--- src/rtl/draw_scoreboard.sv ---
// draw_scoreboard: overlays NUM_PLAYERS decimal score fields on the VGA pixel stream.
// Scores are snapshotted once per frame and turned into BCD by a serial double-dabble FSM.
module draw_scoreboard #(
  parameter int          NUM_PLAYERS = 2,
  parameter int          SCORE_W     = 7,
  parameter int          DIGITS      = 2,
  parameter int          X_START     = 448,
  parameter int          X_PITCH     = 96,
  parameter int          Y_START     = 32,
  parameter int          SCALE_LOG2  = 1,
  parameter logic [11:0] FG_COLOR    = 12'hFFF,
  parameter bit          LZ_BLANK    = 1'b1
) (
  input  logic                           clk,
  input  logic                           rst,
  input  logic [10:0]                    hcount_in,
  input  logic [10:0]                    vcount_in,
  input  logic                           hsync_in,
  input  logic                           vsync_in,
  input  logic                           hblnk_in,
  input  logic                           vblnk_in,
  input  logic [11:0]                    rgb_in,
  input  logic [NUM_PLAYERS*SCORE_W-1:0] score_in,
  output logic [6:0]                     char_code,
  output logic [3:0]                     char_line,
  input  logic [7:0]                     char_pixel,
  output logic [10:0]                    hcount_out,
  output logic [10:0]                    vcount_out,
  output logic                           hsync_out,
  output logic                           vsync_out,
  output logic                           hblnk_out,
  output logic                           vblnk_out,
  output logic [11:0]                    rgb_out,
  output logic                           busy,
  output logic [NUM_PLAYERS-1:0]         overflow
);

  localparam int BCD_W   = 4 * DIGITS;
  localparam int TOT_W   = NUM_PLAYERS * BCD_W;
  localparam int PW      = (NUM_PLAYERS > 1) ? $clog2(NUM_PLAYERS) : 1;
  localparam int CW      = $clog2(SCORE_W + 1);
  localparam int FIELD_W = DIGITS * 8 << SCALE_LOG2;
  localparam int FIELD_H = 16 << SCALE_LOG2;
  localparam logic [31:0] MAX_VAL = 32'(10 ** DIGITS - 1);

  typedef enum logic [1:0] {IDLE, CONV, SAT, COMMIT} state_t;
  state_t state, state_nxt;

  logic                           vsync_prev;
  logic                           vsync_rise;
  logic [NUM_PLAYERS*SCORE_W-1:0] snap;
  logic [NUM_PLAYERS*SCORE_W-1:0] snap_shifted;
  logic [SCORE_W-1:0]             bin_sh;
  logic [BCD_W-1:0]               bcd_sh;
  logic [BCD_W-1:0]               bcd_adj;
  logic [BCD_W-1:0]               bcd_final;
  logic [CW-1:0]                  bit_cnt;
  logic [PW-1:0]                  player;
  logic [TOT_W-1:0]               work_bcd;
  logic [TOT_W-1:0]               disp_bcd;
  logic [NUM_PLAYERS-1:0]         work_ovf;
  logic                           sat_hit;
  logic                           last_bit;
  logic                           last_player;

  // The snapshot is consumed one player at a time from its low end.
  assign vsync_rise   = vsync_in & ~vsync_prev;
  assign snap_shifted = snap >> SCORE_W;
  assign sat_hit      = 32'(snap[SCORE_W-1:0]) > MAX_VAL;
  assign bcd_final    = sat_hit ? {DIGITS{4'd9}} : bcd_sh;
  assign last_bit     = (bit_cnt == CW'(SCORE_W - 1));
  assign last_player  = (player == PW'(NUM_PLAYERS - 1));

  always_comb begin
    bcd_adj = bcd_sh;
    for (int i = 0; i < DIGITS; i++) begin
      if (bcd_sh[i*4 +: 4] >= 4'd5) bcd_adj[i*4 +: 4] = bcd_sh[i*4 +: 4] + 4'd3;
    end
  end

  always_ff @(posedge clk) begin
    if (rst) state <= IDLE;
    else     state <= state_nxt;
  end

  always_comb begin
    state_nxt = state;
    busy      = 1'b1;
    case (state)
      IDLE: begin
        busy = 1'b0;
        if (vsync_rise) state_nxt = CONV;
      end
      CONV:    if (last_bit) state_nxt = SAT;
      SAT:     state_nxt = last_player ? COMMIT : CONV;
      COMMIT:  state_nxt = IDLE;
      default: state_nxt = IDLE;
    endcase
  end

  always_ff @(posedge clk) begin
    if (rst) begin
      vsync_prev <= 1'b0;
      snap       <= '0;
      bin_sh     <= '0;
      bcd_sh     <= '0;
      bit_cnt    <= '0;
      player     <= '0;
      work_bcd   <= '0;
      work_ovf   <= '0;
      disp_bcd   <= '0;
      overflow   <= '0;
    end else begin
      vsync_prev <= vsync_in;
      case (state)
        IDLE: begin
          if (vsync_rise) begin
            snap    <= score_in;
            bin_sh  <= score_in[SCORE_W-1:0];
            bcd_sh  <= '0;
            bit_cnt <= '0;
            player  <= '0;
          end
        end
        CONV: begin
          bcd_sh  <= {bcd_adj[BCD_W-2:0], bin_sh[SCORE_W-1]};
          bin_sh  <= bin_sh << 1;
          bit_cnt <= bit_cnt + CW'(1);
        end
        SAT: begin
          work_bcd[player*BCD_W +: BCD_W] <= bcd_final;
          work_ovf[player]                <= sat_hit;
          snap    <= snap_shifted;
          bin_sh  <= snap_shifted[SCORE_W-1:0];
          bcd_sh  <= '0;
          bit_cnt <= '0;
          player  <= player + PW'(1);
        end
        COMMIT: begin
          disp_bcd <= work_bcd;
          overflow <= work_ovf;
        end
        default: ;
      endcase
    end
  end

  logic [11:0] hc, vc, dx, dy, fx;
  logic        in_y, hit, lz;
  logic [2:0]  col_d;
  logic [3:0]  line_d;
  logic [6:0]  code_d;
  logic [8:0]  dig_idx;
  logic [3:0]  dig_val;

  // Unsigned offsets wrap to large values, so pixels left of or above a field miss it.
  always_comb begin
    hc      = {1'b0, hcount_in};
    vc      = {1'b0, vcount_in};
    dy      = vc - 12'(Y_START);
    in_y    = (vc >= 12'(Y_START)) && (dy < 12'(FIELD_H)) && !hblnk_in && !vblnk_in;
    hit     = 1'b0;
    code_d  = 7'h20;
    line_d  = 4'd0;
    col_d   = 3'd0;
    fx      = '0;
    dx      = '0;
    dig_idx = '0;
    dig_val = '0;
    lz      = 1'b0;
    for (int p = 0; p < NUM_PLAYERS; p++) begin
      fx = 12'(X_START + p * X_PITCH);
      dx = hc - fx;
      if (in_y && (hc >= fx) && (dx < 12'(FIELD_W))) begin
        hit     = 1'b1;
        col_d   = 3'(dx >> SCALE_LOG2);
        line_d  = 4'(dy >> SCALE_LOG2);
        dig_idx = 9'(dx >> (SCALE_LOG2 + 3));
        lz      = LZ_BLANK && (dig_idx != 9'(DIGITS - 1));
        dig_val = '0;
        for (int k = 0; k < DIGITS; k++) begin
          if (9'(k) == dig_idx) dig_val = disp_bcd[p*BCD_W + (DIGITS-1-k)*4 +: 4];
          if ((9'(k) <= dig_idx) && (disp_bcd[p*BCD_W + (DIGITS-1-k)*4 +: 4] != 4'd0)) lz = 1'b0;
        end
        code_d = lz ? 7'h20 : {3'b011, dig_val};
      end
    end
  end

  logic [10:0] h1, v1;
  logic        hs1, vs1, hb1, vb1, in1, in2;
  logic [2:0]  col1, col2;
  logic [11:0] rgb1, rgb2;

  // Stage 1 addresses the font ROM; stage 2 lines up with its registered row data.
  always_ff @(posedge clk) begin
    if (rst) begin
      char_code  <= 7'h20;
      char_line  <= '0;
      col1       <= '0;
      in1        <= 1'b0;
      h1         <= '0;
      v1         <= '0;
      hs1        <= 1'b0;
      vs1        <= 1'b0;
      hb1        <= 1'b0;
      vb1        <= 1'b0;
      rgb1       <= '0;
      col2       <= '0;
      in2        <= 1'b0;
      rgb2       <= '0;
      hcount_out <= '0;
      vcount_out <= '0;
      hsync_out  <= 1'b0;
      vsync_out  <= 1'b0;
      hblnk_out  <= 1'b0;
      vblnk_out  <= 1'b0;
    end else begin
      char_code  <= code_d;
      char_line  <= line_d;
      col1       <= col_d;
      in1        <= hit;
      h1         <= hcount_in;
      v1         <= vcount_in;
      hs1        <= hsync_in;
      vs1        <= vsync_in;
      hb1        <= hblnk_in;
      vb1        <= vblnk_in;
      rgb1       <= rgb_in;
      col2       <= col1;
      in2        <= in1;
      rgb2       <= rgb1;
      hcount_out <= h1;
      vcount_out <= v1;
      hsync_out  <= hs1;
      vsync_out  <= vs1;
      hblnk_out  <= hb1;
      vblnk_out  <= vb1;
    end
  end

  assign rgb_out = (in2 && char_pixel[3'd7 - col2]) ? FG_COLOR : rgb2;

endmodule

--- config.mk ---
export PLATFORM = sky130hd
export DESIGN_NAME = draw_scoreboard
export DESIGN_NICKNAME = d
export VERILOG_FILES = /design/src/rtl/draw_scoreboard.sv
export SDC_FILE = /design/constraint.sdc
export NUM_CORES = 1
export LEC_CHECK = 0
export ABC_CLOCK_PERIOD_IN_PS = 4600
export CAP_MARGIN = 20
export CORE_UTILIZATION = 56
export CTS_CLUSTER_DIAMETER = 200
export DETAILED_ROUTE_END_ITERATION = 12
export GPL_TIMING_DRIVEN = 1
export HOLD_SLACK_MARGIN = 0.1
export PLACE_DENSITY = 0.85
export SYNTH_ARGS = -nofsm -noshare
export SYNTH_HDL_FRONTEND = slang
export SYNTH_SLANG_ARGS = --single-unit
--- constraint.sdc ---
create_clock -name clk -period 4.6 [get_ports clk]
set_clock_uncertainty 0.1 [all_clocks]
set_input_delay 0.92 -clock clk [delete_from_list [all_inputs] [get_ports clk]]
set_output_delay 0.92 -clock clk [all_outputs]
set_load 0.005 [all_outputs]
# After elaboration in Yosys (flattened, before gate mapping)
# Index checks and enable logic that the tools add are counted.
# totals
elab_cells,141
ff_bits,166
input_bits,62
# classes
reduce_logical,27
n_eq_ne,10
n_lt_le_gt_ge,16
bitwise_logic,2
shift,2
muxes,45
add_sub_neg,9
# op_table
operator,n
$lt A12 B6 Y1 const B,3
$neg A4 Y34,1
$shift A8 B34 Y16 const A,1
$shiftx A8 B34 Y16,1
$le A1 B8 Y1 const A,4
$mux W4,7
$pmux W14 S2,1
$pmux W8 S3,1
$pmux W7 S3,1
$logic_not A9 Y1,2
$bwmux W16,1
$eq A1 B8 Y1 const A,2
$mux W8,2
$ne A8 B1 Y1 const B,2
$reduce_bool A4 Y1,4
$mux W5,3
$mux W14,1
$mux W7,2
$logic_and A1 B1 Y1,13
$mux W1,12
$mux W12,1
$mux W3,4
$sub A11 B10 Y12 const B,1
$sub A11 B6 Y12 const B,1
other kinds (32),40

# Logic depth before layout (Yosys ltp)
# Gate-level depths: netlist of the first run.
# logic_depth
ltp_word,11
ltp_mapped,8
ltp_nobuf,7

# Worst setup path after synthesis of the first run
# Ideal clock, no wire load.
# synth_path
path_type,input to register
from,in vcount_in[5]
to,reg char_code[4]
slack_ns,1.429
required_ns,4.380
n_path_buf,0
path_stages,7
arrival_ns,2.951
cell_sequence,inv_1 ha_1 or4b_1 or3_1 or4_4 and4b_4 or2_1
# synth_via
elab_chain_len,9
word_cells_on_any_way,12
classes_between,1 x add/sub; 2 x order compare; 2 x mux; 7 x reduce/logical
# synth_lines
element,line,source
start: declaration,17,"input logic [10:0] vcount_in,"
$sub A11 B6 Y12,160,dy = vc - 12'(Y_START);
$lt A12 B6 Y1,161,in_y = (vc >= 12'(Y_START)) && (dy < 12'(FIELD_H)) && !hblnk_in && !vblnk_in;
$logic_and A1 B1 Y1 * (3 in series),161,
$logic_and A1 B1 Y1 (2 in series),174,if (in_y && (hc >= fx) && (dx < 12'(FIELD_W))) begin
$mux W5,174,
$mux W7 *,174,
end signal: assignment,219,char_code <= code_d;
end: declaration,24,"output logic [6:0] char_code,"
# Every way passes the cells marked *; elsewhere a longest branch is shown, timed or not.
# A chain may end at the register's enable or synchronous reset.

# Worst setup path after layout of the first run
# layout_path
from,in char_pixel[4]
to,out rgb_out[2]
# layout_via
elab_chain_len,4
# layout_lines
element,line,source
start: declaration,26,"input logic [7:0] char_pixel,"
$bmux W1 S3,242,assign rgb_out = (in2 && char_pixel[3'd7 - col2]) ? FG_COLOR : rgb2;
$mux W1 (implied by the code),242,
$logic_and A1 B1 Y1,242,
$mux W12,242,
end: declaration,33,"output logic [11:0] rgb_out,"
# Every way passes these cells. The select of a mux whose other input is x is not followed.

==> results.yml, run 1 <==
status:
  status: "completed"
floorplanning:
  die_w_um: 106
  ios: 114
  die_h_um: 106
  start_util_pct: 58.3
  rows: 37
  die_area_um2: 11300
  core_area_um2: 10500
synthesis:
  postSynthAreaPerCell_um2: 9.88
  yosysWarnings: 0
  ys_async_sr_fraction_pct: 0
  yosysSeqAreaShare_pct: 53.2
  synth_cells: 617
  ys_types: 47
  ys_ff_latch: 162
  syn-num-nets: 698
  ys.flop_type: "dfxtp_1"
  synth_edf_count: 0
  netlist_area_um2: 6100
grt:
  grt_pass1_wl_mm: 21.3
  grt_use_total_pct: 23.7
  antenna_found_initial: 0
  grt_pass1_vias: 4421
  grt_max_degree: 78
  grt.overflow.total: 0
critical_path:
  cp.arrival_ps: 2970
  cp-end-kind: "primary output"
  worstPathCellList: "clkdlybuf4s50_1 > mux4_2 > mux2_2 > nand2_1 > nand2b_1 > clkdlybuf4s50_1"
  worstSetupPathType: "in -> out"
  crit_top_cell: "clkdlybuf4s50_1"
  worst-path-max-fanout: 12
  crit_required_ps: 3580
  critPathSlowestCell: "mux4_2"
  critPathMaxStageDelay_ps: 490
  start_kind: "primary input"
clock_network:
  cts_tree: "yes"
  htree_levels: 4
  cts_buffer_depth: 2
  root_buffer: "clkbuf_8"
  cts_setup_buffers: 0
  cts-resized-gates: 0
  postCtsHoldBufs: 0
  cts_made_buffers: 17
  path_clk_slew_ps: 70
  cts.sinks: 162
  clk_latency_ps: 510
timing:
  worst_slew_pin_slew_ps: 1090
  period_needed_ps: 3990
  fmax_mhz: 250
  timing.final.crit_share_pct: 86.8
  hold_viol: 0
  rsz0062_at_grt: "false"
  slew_headroom_pct: 27.1
  setup_tns_ps: 0
  slew_viol_final: 0
  setup_viol: 0
cells_and_area:
  fin_cells: 864
  nets: 796
  final_common_cell: "dfxtp_1"
  diodes: 0
  seqCellArea_um2: 3240
  layout.cells.most_common_list: "dfxtp_1, clkdlybuf4s50_1, nor2b_1"
  multi_input_area_um2: 2660
  area.growth.synth_to_final_pct: 28.3
  layout-drive-gt1-share_pct: 6.59
  fin_util_pct: 74.7
  n_fill_cell: 733
drt:
  vias_per_cell: 5.32
  routedWlPerCell_um: 15.0
  ant_nets: 0
  first_pass_iters: 5
  drt_wl_total_mm: 13.0
  vias: 4595
  drcViolationCount: 0
  drt_iter0_drc: 212
pwr:
  power_mw: 3.48
  pwr-share-clk_pct: 38.2
  comb_power_share_pct: 16.8
  leakagePower_nw: 2.94
  swShare_pct: 28.2
  peakVddDrop_uv: 342
  p_switching_uw: 981
  power_frac_seq_pct: 45.0
  internal-power_mw: 2.50
  power_density_nw_per_um2: 445
place:
  io_buffers: 111
  gp_congestion: 0.870
  dp.cells: 832
  dpl.hpwl_mm: 8.96
min_path:
  hp-class: "reg -> reg"
job:
  maxCapViolations: 0
[final cells by class]
cell class / instances / share of cell area [%]
clock inverters: 15 / 1.87
inverters: 14 / 0.672
multi-input cells: 406 / 34.0
clock buffers: 17 / 5.30
well taps: 136 / 2.18
repair buffers: 114 / 14.5
flip-flops and latches: 162 / 41.5
[cell usage after synthesis (8+ instances only)]
cell        n  area share [%]
a211oi_1   15             1.8
a21oi_1    36             3.0
a22o_1      8             1.1
a22oi_1    13             1.6
and2_1      9            0.92
clkbuf_1   26             1.6
dfxtp_1   162              53
ha_1       19             3.9
inv_1      14            0.86
mux2i_1    26             4.3
nand2_1    44             2.7
nand2b_1   21             2.2
nand3_1    13             1.1
nand3b_1   11             1.4
nor2_1     53             3.3
nor2b_1    77             7.9
[critical path: cells and delay by family]
family / cells / cell delay (ps)
buf+inv: 2 / 880
mux: 2 / 760
simple gates: 2 / 410
[registers in the layout (all words and copies together), names as in the netlist, 3 cells and up]
name / cells
disp_bcd: 16
work_bcd: 16
rgb1: 12
rgb2: 12
snap: 12
h1: 11
hcount_out: 11
v1: 11
vcount_out: 11
bcd_sh: 8
bin_sh: 7
char_code: 5
char_line: 4
bit_cnt: 3
col1: 3
col2: 3
[cells by family (layout without fill, tap and decap cells)]
group	count (synthesis)	count (layout)	synth area share, %
XOR/XNOR	5	5	0.718
multiplexers	31	31	5.56
AND/OR/NAND/NOR	250	250	22.0
adder cells (fa/ha/maj)	19	19	3.90
flip-flops	162	162	53.2
AO/OA/AOI/OAI	99	99	11.3
other	2	2	0.123
buffers and inverters	49	160	3.14
[layer usage]
metal	GRT usage (%)	part of all wire, %
met1	29.2	45
met2	41.7	50
met3	4.54	4.3
met4	7.24	0.65
met5	0	0
[worst paths after layout]
kind | to | cells past startpoint | slack, ps | start
worst max register to register | work_bcd[4] | 5 | 2000 | state[0]
worst min-delay path | hcount_out[4] | 1 | 330 | h1[4]
worst max-delay path | rgb_out[2] | 6 | 610 | char_pixel[4]
worst min register to register | hcount_out[4] | 1 | 330 | h1[4]
[power by group through the flow]
| stage | sequential, mW | combinational (mW) | clock, mW |
|---|---|---|---|
| after global routing | 1.57 | 0.651 | 1.41 |
| after floorplan | 1.58 | 0.395 | 0 |
| after detailed placement | 1.59 | 0.579 | 0 |
| after global placement | 1.59 | 0.559 | 0 |
| final | 1.56 | 0.585 | 1.33 |
| after CTS | 1.56 | 0.584 | 1.34 |
[per-stage QoR]
stage / setup slack, ps / instance area, um^2 / hold slack, ps
floorplan: 1430 / 6100 / 314
global placement: 688 / 7260 / 317
detailed placement: 611 / 7260 / 324
CTS: 582 / 7820 / 339
global route: 490 / 7820 / 351
finish: 607 / 7820 / 334
Power figures use the tool's default switching activity.
==> run 2, diff against run 1 <==
--- a/config.mk
+++ b/config.mk
@@ -7,6 +7,7 @@
 export LEC_CHECK = 0
 export ABC_CLOCK_PERIOD_IN_PS = 4600
 export CAP_MARGIN = 20
+export CORE_MARGIN = 1.5
 export CORE_UTILIZATION = 56
 export CTS_CLUSTER_DIAMETER = 200
 export DETAILED_ROUTE_END_ITERATION = 12
==> results.yml, run 2 (synthesis gave the netlist of run 1 again) <==
clock_network:
  path_clk_slew_ps: 70
  cts.sinks: 162
  cts-resized-gates: 0
  cts_tree: "yes"
  cts_buffer_depth: 2
  clk_latency_ps: 530
  root_buffer: "clkbuf_8"
  htree_levels: 4
  cts_made_buffers: 17
  postCtsHoldBufs: 0
  cts_setup_buffers: 0
cells_and_area:
  layout-drive-gt1-share_pct: 6.58
  fin_cells: 865
  area.growth.synth_to_final_pct: 29.1
  n_fill_cell: 702
  largestRegisters: "disp_bcd (16), work_bcd (16)"
  diodes: 0
  fin_area_um2: 7870
  nets: 797
  fin_util_pct: 75.2
  final_common_cell: "dfxtp_1"
  layout.cells.most_common_list: "dfxtp_1, clkdlybuf4s50_1, nor2b_1"
drt:
  routedWlPerCell_um: 15.9
  vias: 4650
  vias_per_cell: 5.38
  drcViolationCount: 0
  drt_wl_total_mm: 13.8
  ant_nets: 0
  first_pass_iters: 4
  drt_iter0_drc: 208
timing:
  hold_viol: 0
  timing.final.crit_share_pct: 88.8
  fmax_mhz: 245
  rsz0062_at_grt: "false"
  worst_slew_pin_slew_ps: 968
  period_needed_ps: 4090
  slew_headroom_pct: 34.4
  setup_tns_ps: 0
  holdWs_ps: 332
  slew_viol_final: 0
  setup_viol: 0
critical_path:
  crit_required_ps: 3580
  cp.arrival_ps: 3070
  cp-end-kind: "primary output"
  worstSetupPathType: "in -> out"
  worst-path-max-fanout: 12
  start_kind: "primary input"
status:
  status: "completed"
floorplanning:
  die_w_um: 107
  die_h_um: 107
  die_area_um2: 11500
  start_util_pct: 58.3
  rows: 37
  ios: 114
  core_area_um2: 10500
grt:
  grt_use_total_pct: 24.8
  grt.overflow.total: 0
  grt_pass1_vias: 4662
  grt_max_degree: 60
  grt_pass1_wl_mm: 22.0
  antenna_found_initial: 0
min_path:
  hp-class: "reg -> reg"
place:
  place_area_um2: 7260
  io_buffers: 111
  gp_congestion: 0.840
  dp.cells: 832
  dpl.hpwl_mm: 9.32
pwr:
  power_density_nw_per_um2: 448
  leakagePower_nw: 2.95
  peakVddDrop_uv: 335
job:
  maxCapViolations: 0
-- run 2: metal layers --
layer  global-route usage [%]  part of all wire, %
met3                     6.54                  5.7
met1                     27.4                   40
met5                        0                    0
met2                     45.0                   52
met4                     9.96                  2.0
-- run 2: where the power goes --
part	switching, mW	internal, mW	total, mW
Sequential	0.0589	1.51	1.56
Combinational	0.337	0.257	0.594
Clock	0.620	0.747	1.37
Total	1.02	2.51	3.53
-- run 2: layout make-up --
type | instances | area (um^2) | share of cell area [%]
clock buffer | 18 | 418 | 5.31
clock inverter | 14 | 164 | 2.08
timing repair buffer | 115 | 1160 | 14.7
multi-input combinational | 406 | 2660 | 33.8
tap | 136 | 170 | 2.16
inverter | 14 | 52.6 | 0.668
sequential | 162 | 3240 | 41.2
-- run 2: final timing paths --
kind	slack [ps]	endpoint	depth (start not counted)	from
worst min register to register	330	rgb2[9]	1	rgb1[9]
worst max-delay path	510	rgb_out[6]	6	char_pixel[4]
worst max register to register	2060	work_bcd[5]	5	state[0]
worst min-delay path	330	rgb2[9]	1	rgb1[9]
-- run 2: critical path, cell delays in order --
cell and delay, ps:
clkdlybuf4s50_1 420, mux4_2 490, mux2_2 290, nand2_1 320, nand2b_1 130, clkdlybuf4s50_1 500
-- run 2: through the flow --
step	setup WS, ps	total power [mW]
5_1_grt	478	3.68
2_1_floorplan	1430	1.97
6_report	513	3.53
3_5_place_dp	555	2.17
4_1_cts	529	3.53
3_3_place_gp	689	2.14
